[src/rtl/cifrador_pkg.sv]
// Shared constants and helpers for the 8-bit SPN scrambler: S-box, rotations, key.
// Latency: none (constants and pure functions only).
// Backpressure: not applicable.
package cifrador_pkg;

  // Key used when the top level is not given one explicitly
  localparam logic [7:0] KEY_DEFAULT = 8'hA5;

  // 4-bit substitution box, indexed by the input nibble
  localparam logic [3:0] SBOX [0:15] = '{
    4'hC, 4'h5, 4'h6, 4'hB, 4'h9, 4'h0, 4'hA, 4'hD,
    4'h3, 4'hE, 4'hF, 4'h8, 4'h4, 4'h7, 4'h1, 4'h2
  };

  function automatic logic [3:0] sbox4(input logic [3:0] nib);
    return SBOX[nib];
  endfunction

  // Rotate an 8-bit value left by n; n is 3 bits wide, so it covers every distinct rotation
  function automatic logic [7:0] rotl8(input logic [7:0] value, input logic [2:0] n);
    logic [15:0] dbl;
    dbl = {value, value} << n;
    return dbl[15:8];
  endfunction

  // Bit permutation layer: fixed rotate-left by 3
  function automatic logic [7:0] perm8(input logic [7:0] value);
    return {value[4:0], value[7:5]};
  endfunction

endpackage

[src/rtl/cifrador_round.sv]
// One SPN round: key mix, nibble-wise S-box substitution, then the rotate-by-3 permutation.
// Latency: purely combinational, zero cycles.
// Backpressure: none; output follows the inputs continuously.
module cifrador_round
  import cifrador_pkg::*;
(
  input  logic [7:0] in,
  input  logic [7:0] round_key,
  output logic [7:0] out
);

  logic [7:0] mixed;
  logic [7:0] subst;

  assign mixed = in ^ round_key;
  // Both nibbles go through the same S-box independently
  assign subst = {sbox4(mixed[7:4]), sbox4(mixed[3:0])};
  assign out   = perm8(subst);

endmodule

[src/rtl/cifrador_8bits.sv]
// Fixed-key 8-bit SPN scrambler: all rounds unrolled, result captured in one output register.
// Latency: exactly 1 clk cycle from A sampled to Y updated; one block per cycle.
// Backpressure: none; no enable or handshake, a new block is accepted on every edge.
module cifrador_8bits
  import cifrador_pkg::*;
#(
  parameter logic [7:0] KEY    = KEY_DEFAULT,
  // Legal range is 1..7; round keys and whitening rotate the key by the round index
  parameter int          ROUNDS = 2
) (
  input  logic clk,
  input  logic rst,
  input  logic A7,
  input  logic A6,
  input  logic A5,
  input  logic A4,
  input  logic A3,
  input  logic A2,
  input  logic A1,
  input  logic A0,
  output logic Y7,
  output logic Y6,
  output logic Y5,
  output logic Y4,
  output logic Y3,
  output logic Y2,
  output logic Y1,
  output logic Y0
);

  logic [7:0] a;
  logic [7:0] y;
  logic [7:0] y_q;

  // stage[r] is the state entering round r; stage[ROUNDS] leaves the last round
  logic [7:0] stage [0:ROUNDS];

  assign a        = {A7, A6, A5, A4, A3, A2, A1, A0};
  assign stage[0] = a;

  for (genvar r = 0; r < ROUNDS; r++) begin : g_round
    cifrador_round u_round (
      .in        (stage[r]),
      .round_key (rotl8(KEY, 3'(r))),
      .out       (stage[r+1])
    );
  end

  // Final whitening uses the next key rotation after the last round key
  assign y = stage[ROUNDS] ^ rotl8(KEY, 3'(ROUNDS));

  // Output register; reset clears it at once and discards any in-flight block
  always_ff @(posedge clk or posedge rst) begin
    if (rst) begin
      y_q <= 8'h00;
    end else begin
      y_q <= y;
    end
  end

  assign {Y7, Y6, Y5, Y4, Y3, Y2, Y1, Y0} = y_q;

endmodule

[config.mk]
export PLATFORM = sky130hd
export DESIGN_NAME = cifrador_8bits
export DESIGN_NICKNAME = d
export VERILOG_FILES = /design/src/rtl/cifrador_pkg.sv /design/src/rtl/cifrador_round.sv /design/src/rtl/cifrador_8bits.sv
export SDC_FILE = /design/constraint.sdc
export NUM_CORES = 1
export LEC_CHECK = 0
export ABC_AREA = 1
export ABC_CLOCK_PERIOD_IN_PS = 800
export CAP_MARGIN = 0
export CORE_ASPECT_RATIO = 0.6
export CORE_MARGIN = 2
export CORE_UTILIZATION = 54
export CTS_CLUSTER_DIAMETER = 30
export DETAILED_ROUTE_END_ITERATION = 8
export PLACE_DENSITY = 0.86
export SYNTH_ARGS = -nofsm -noshare
export SYNTH_HDL_FRONTEND = slang
export SYNTH_SLANG_ARGS = --single-unit
[constraint.sdc]
create_clock -name clk -period 0.8 [get_ports clk]
set_input_delay 0.16 -clock clk [delete_from_list [all_inputs] [get_ports clk]]
set_output_delay 0.16 -clock clk [all_outputs]
set_load 0.01 [all_outputs]
==> results of run 1 <==
synth_stat cells (all sizes together):
library cell and n:
a21oi 1, buf 4, dfrtp 8, ha 20, inv 25, nand2 91
nand3 33, nor2 2, o21ai 3
logic make-up after synthesis:
| logic type | after synthesis | share of synthesized area [%] |
|---|---|---|
| adders and majority gates | 20 | 21.2 |
| and+or+nand+nor | 126 | 48.6 |
| buffers and inverters | 29 | 11.3 |
| DFF | 8 | 16.9 |
| AOI/OAI and AO/OA | 4 | 2.01 |
stage by stage:
| stage | util (%) | hold slack (ns) |
|---|---|---|
| 3_3_place_gp | 79.6 | 0.408 |
| 2_1_floorplan | - | -0.0243 |
| 3_5_place_dp | 79.6 | 0.411 |
| 4_1_cts | 93.9 | 0.147 |
repair_timing:
action,in CTS
setup buffers,6
pin swaps,36
endpoints found under the hold margin,0
gates resized for setup,138
endpoints found under the setup margin,16
==> impl_metrics.tcl, run 1 <==
set metrics [dict create \
    gp_congestion 0.842 \
    error_message "[ERROR DPL-0038] Utilization greater than 100%, impossible to legalize" \
    dp_worst_setup_slack_ns -1.29 \
    post_synth_main_area_contributors "nand2_1 26%, ha_1 21%, dfrtp_1 17%" \
    cts.hold.buffers_added 0 \
    ys_types 19 \
    synth_area_leader_cell "nand2_1" \
    io_buffers 17 \
    yosys_warnings 0 \
    chipHeight_um 40.2 \
    flow.stopped_at "5_1_grt" \
    synth_area_um2 1180 \
    synth.ff_latch_count 8 \
    pin_count 18 \
    htree_num_levels 1 \
    die_width_um 64.4 \
    worst_endpoint_kind "sequential cell input" \
    endpoint_with_the_least_setup_slack_after_the_last_global_route_repair "y_q[6]$_DFF_PP0_/D" \
    max-clock-path-buffers 2 \
    synth_area_per_cell_um2 6.32 \
    post_dp_cell_area_um2 1680 \
    synth_sequential_area_ratio_pct 16.9 \
    num_rows 13 \
    root_buffer "clkbuf_4" \
    run_status "aborted with a tool error" \
    cts_num_sinks 8 \
    post_synth_inst_count 187 \
    total_cts_buffers 3 \
    dp_hpwl_um 2560 \
    placedCellCount 257 \
    synth_largest_type_area_fraction_pct 26.3 \
    floorplan.initialDensity_pct 55.9 \
    grt_start_max_net_pins 9 \
    syn_nets 217 \
]
==> run 2: changes to the inputs <==
- CORE_AREA: not set -> 2 2 63 65
- CORE_ASPECT_RATIO: 0.6 -> not set
- CORE_MARGIN: 2 -> not set
- CORE_UTILIZATION: 54 -> not set
- CTS_CLUSTER_DIAMETER: 30 -> not set
- DIE_AREA: not set -> 0 0 65 67
- PLACE_DENSITY: 0.86 -> not set
- PLACE_DENSITY_LB_ADDON: not set -> 0.15
==> run 2 against run 1 <==
Compared with the run above:
- the flow now finishes, with violations (negative setup slack)
- synthesized area unchanged
- synthesized cell count stayed put
==> impl_metrics.tcl, run 2 <==
set metrics [dict create \
    run_status "finished, violations left" \
    failed_checks "negative setup slack" \
    layout.cells.most_common "nand2_1" \
    synth.most_common_cell "nand2_1" \
    grt_antenna_before_repair 0 \
    ys_types 19 \
    drt-initial-drc-count 33 \
    max-clock-path-buffers 2 \
    htree_num_levels 1 \
    synth_sequential_area_ratio_pct 16.9 \
    num_rows 22 \
    io_buffers 17 \
    tritoncts "built" \
    grt_first_pass_wirelength_um 5650 \
    final_period_minus_worst_setup_slack_ns 1.19 \
    timing.slew.headroom_pct 80.7 \
    cap_viol_max_count 0 \
    syn_nets 217 \
    synth_largest_type_area_fraction_pct 26.3 \
    timing.fmax_mhz 843 \
    placeableCoreArea_um2 3610 \
    floorplan.initialDensity_pct 32.8 \
    critical_path_arrival_ns 1.30 \
    synth_edf_count 0 \
    path_max_fanout 5 \
    filler_cell_count 334 \
    crit_path_start_kind "input pin" \
    worst_path_class_setup "in -> reg" \
    grt_start_max_net_pins 10 \
    cts_num_sinks 8 \
    post_synth_main_area_contributors "nand2_1 26%, ha_1 21%, dfrtp_1 17%" \
    cp.required_ns 0.91 \
    largest_register_ffs 8 \
    layout.nets 269 \
    final-max-slew-violation-count 0 \
    hold_fails_final_rpt 0 \
    yosys_warnings 0 \
    fp.dieArea_um2 4360 \
    clk_pin_slew_worst_paths_ns 0.04 \
    power_density_nw_per_um2 1160 \
    final_cell_mix "64 x nand2_1, 29 x buf_4, 17 x nand2_2" \
    synthArstFlopShare_pct 100 \
    worst_pin_slew_ns 0.290 \
    vias_per_cell 4.56 \
    hold_class "in -> async" \
    multi_input_area_um2 1180 \
    vias_in_the_first_global_route 1315 \
    fin_crit_sh_pct 148 \
    synth.top_cells.by_count "83 x nand2_1, 29 x nand3_1, 20 x ha_1" \
    antenna_cells 0 \
    drt.antenna.violating_nets 0 \
    worst_ir_drop_vdd_uv 481 \
    dp_hpwl_um 2270 \
    post_synth_inst_count 187 \
    worst_slack_ns -0.386 \
    syn2layout_area_growth_pct 73.0 \
    cts.hold.buffers_added 0 \
    total_cts_buffers 3 \
    gp_congestion 0.872 \
    drc 0 \
    route.final.wire_length_um 3000 \
    grt_overflow_total 0 \
    layout.cells.non_filler 285 \
    synth.ff_latch_count 8 \
    die_width_um 65 \
    chipHeight_um 67 \
    seqCellArea_um2 200 \
    timing.hold.ws_ns 0.173 \
    pin_count 18 \
    synth_area_leader_cell "nand2_1" \
    root_buffer "clkbuf_8" \
    placedCellCount 275 \
    drt_first_pass_iters 4 \
    largest_register "y_q" \
    wl_per_cell_um 10.5 \
    post_route_cells_drive_above_1_share_pct 54.9 \
    grt_setup_unrepaired "yes" \
    power.leakage_nw 1.05 \
    synth_area_um2 1180 \
    setup_viol 16 \
    finalPower_mw 2.36 \
    track_usage_pct 16.0 \
    postSynth.topFlopCell "dfrtp_1" \
    reg_top3 "y_q x8" \
    synth_area_per_cell_um2 6.32 \
    route.vias.total 1301 \
    crit_path_end_kind "flip-flop" \
]
[run 2: cell counts after synthesis]
Identical to the previous run, type by type.
[run 2: worst max-delay path, stage by stage]
cell and delay (ns):
buf_12 0.11, inv_12 0.05, ha_4 0.20, inv_4 0.06, nand2_4 0.05, nand3_4 0.06, nand2_4 0.07, ha_4 0.28
inv_2 0.04, nand3_2 0.07, nand2_1 0.06, nand2_1 0.05, nand2_1 0.04
[run 2: power by group]
group          switching, mW  internal [mW]  leakage (nW)  total (mW)
Combinational          0.745          0.637         0.935        1.38
Clock                  0.144          0.325        0.0216       0.468
Sequential            0.0244          0.490        0.0950       0.514
[run 2: path summary, 6_finish.rpt]
path | from | endpoint | slack [ns] | depth (start not counted)
max in group asynchronous | rst | y_q[4] | 0.40 | 2
min in group clk | A6 | y_q[2] | 0.55 | 6
hold / removal | rst | y_q[2] | 0.17 | 2
setup / recovery | A5 | y_q[6] | -0.39 | 13
[run 2: cell type report]
class | instances | share of cell area, %
clock buffers | 3 | 2.02
inverters | 25 | 6.30
multi-input cells | 150 | 57.9
flip-flops and latches | 8 | 9.79
well taps | 48 | 2.94
repair buffers | 51 | 21.0
[run 2: timing repair]
item	4_1_cts	5_1_grt
setup endpoints to repair	16	16
setup buffers	6	1
resized for setup	106	34
pin swaps	25	19
[run 2: kinds of logic after synthesis]
kind of cell | share of synthesized area, %
adders and majority gates | 21.2
and+or+nand+nor | 48.6
AOI/OAI and AO/OA | 2.01
buffers and inverters | 11.3
DFF | 16.9
[run 2: per-layer routing]
layer	track usage [%]	vias up	wire length, um
met3	2.20	6	98
met1	19.0	575	1210
met5	0	-	0
met4	2.39	0	41
met2	30.9	33	1650
li1	-	687	-
[run 2: metrics by stage]
step | setup WS (ns) | util [%] | TNS (ns) | instance area, um^2
after CTS | -0.400 | 52.7 | -3.45 | 1900
final | -0.386 | 56.7 | -3.32 | 2050
after floorplan | -0.474 | - | -3.52 | 1310
after detailed placement | -1.24 | 47.3 | -10.90 | 1710
after global placement | -1.19 | 47.3 | -10.54 | 1710
after global routing | -0.466 | 56.7 | -4.14 | 2050
Power figures use the tool's default switching activity.
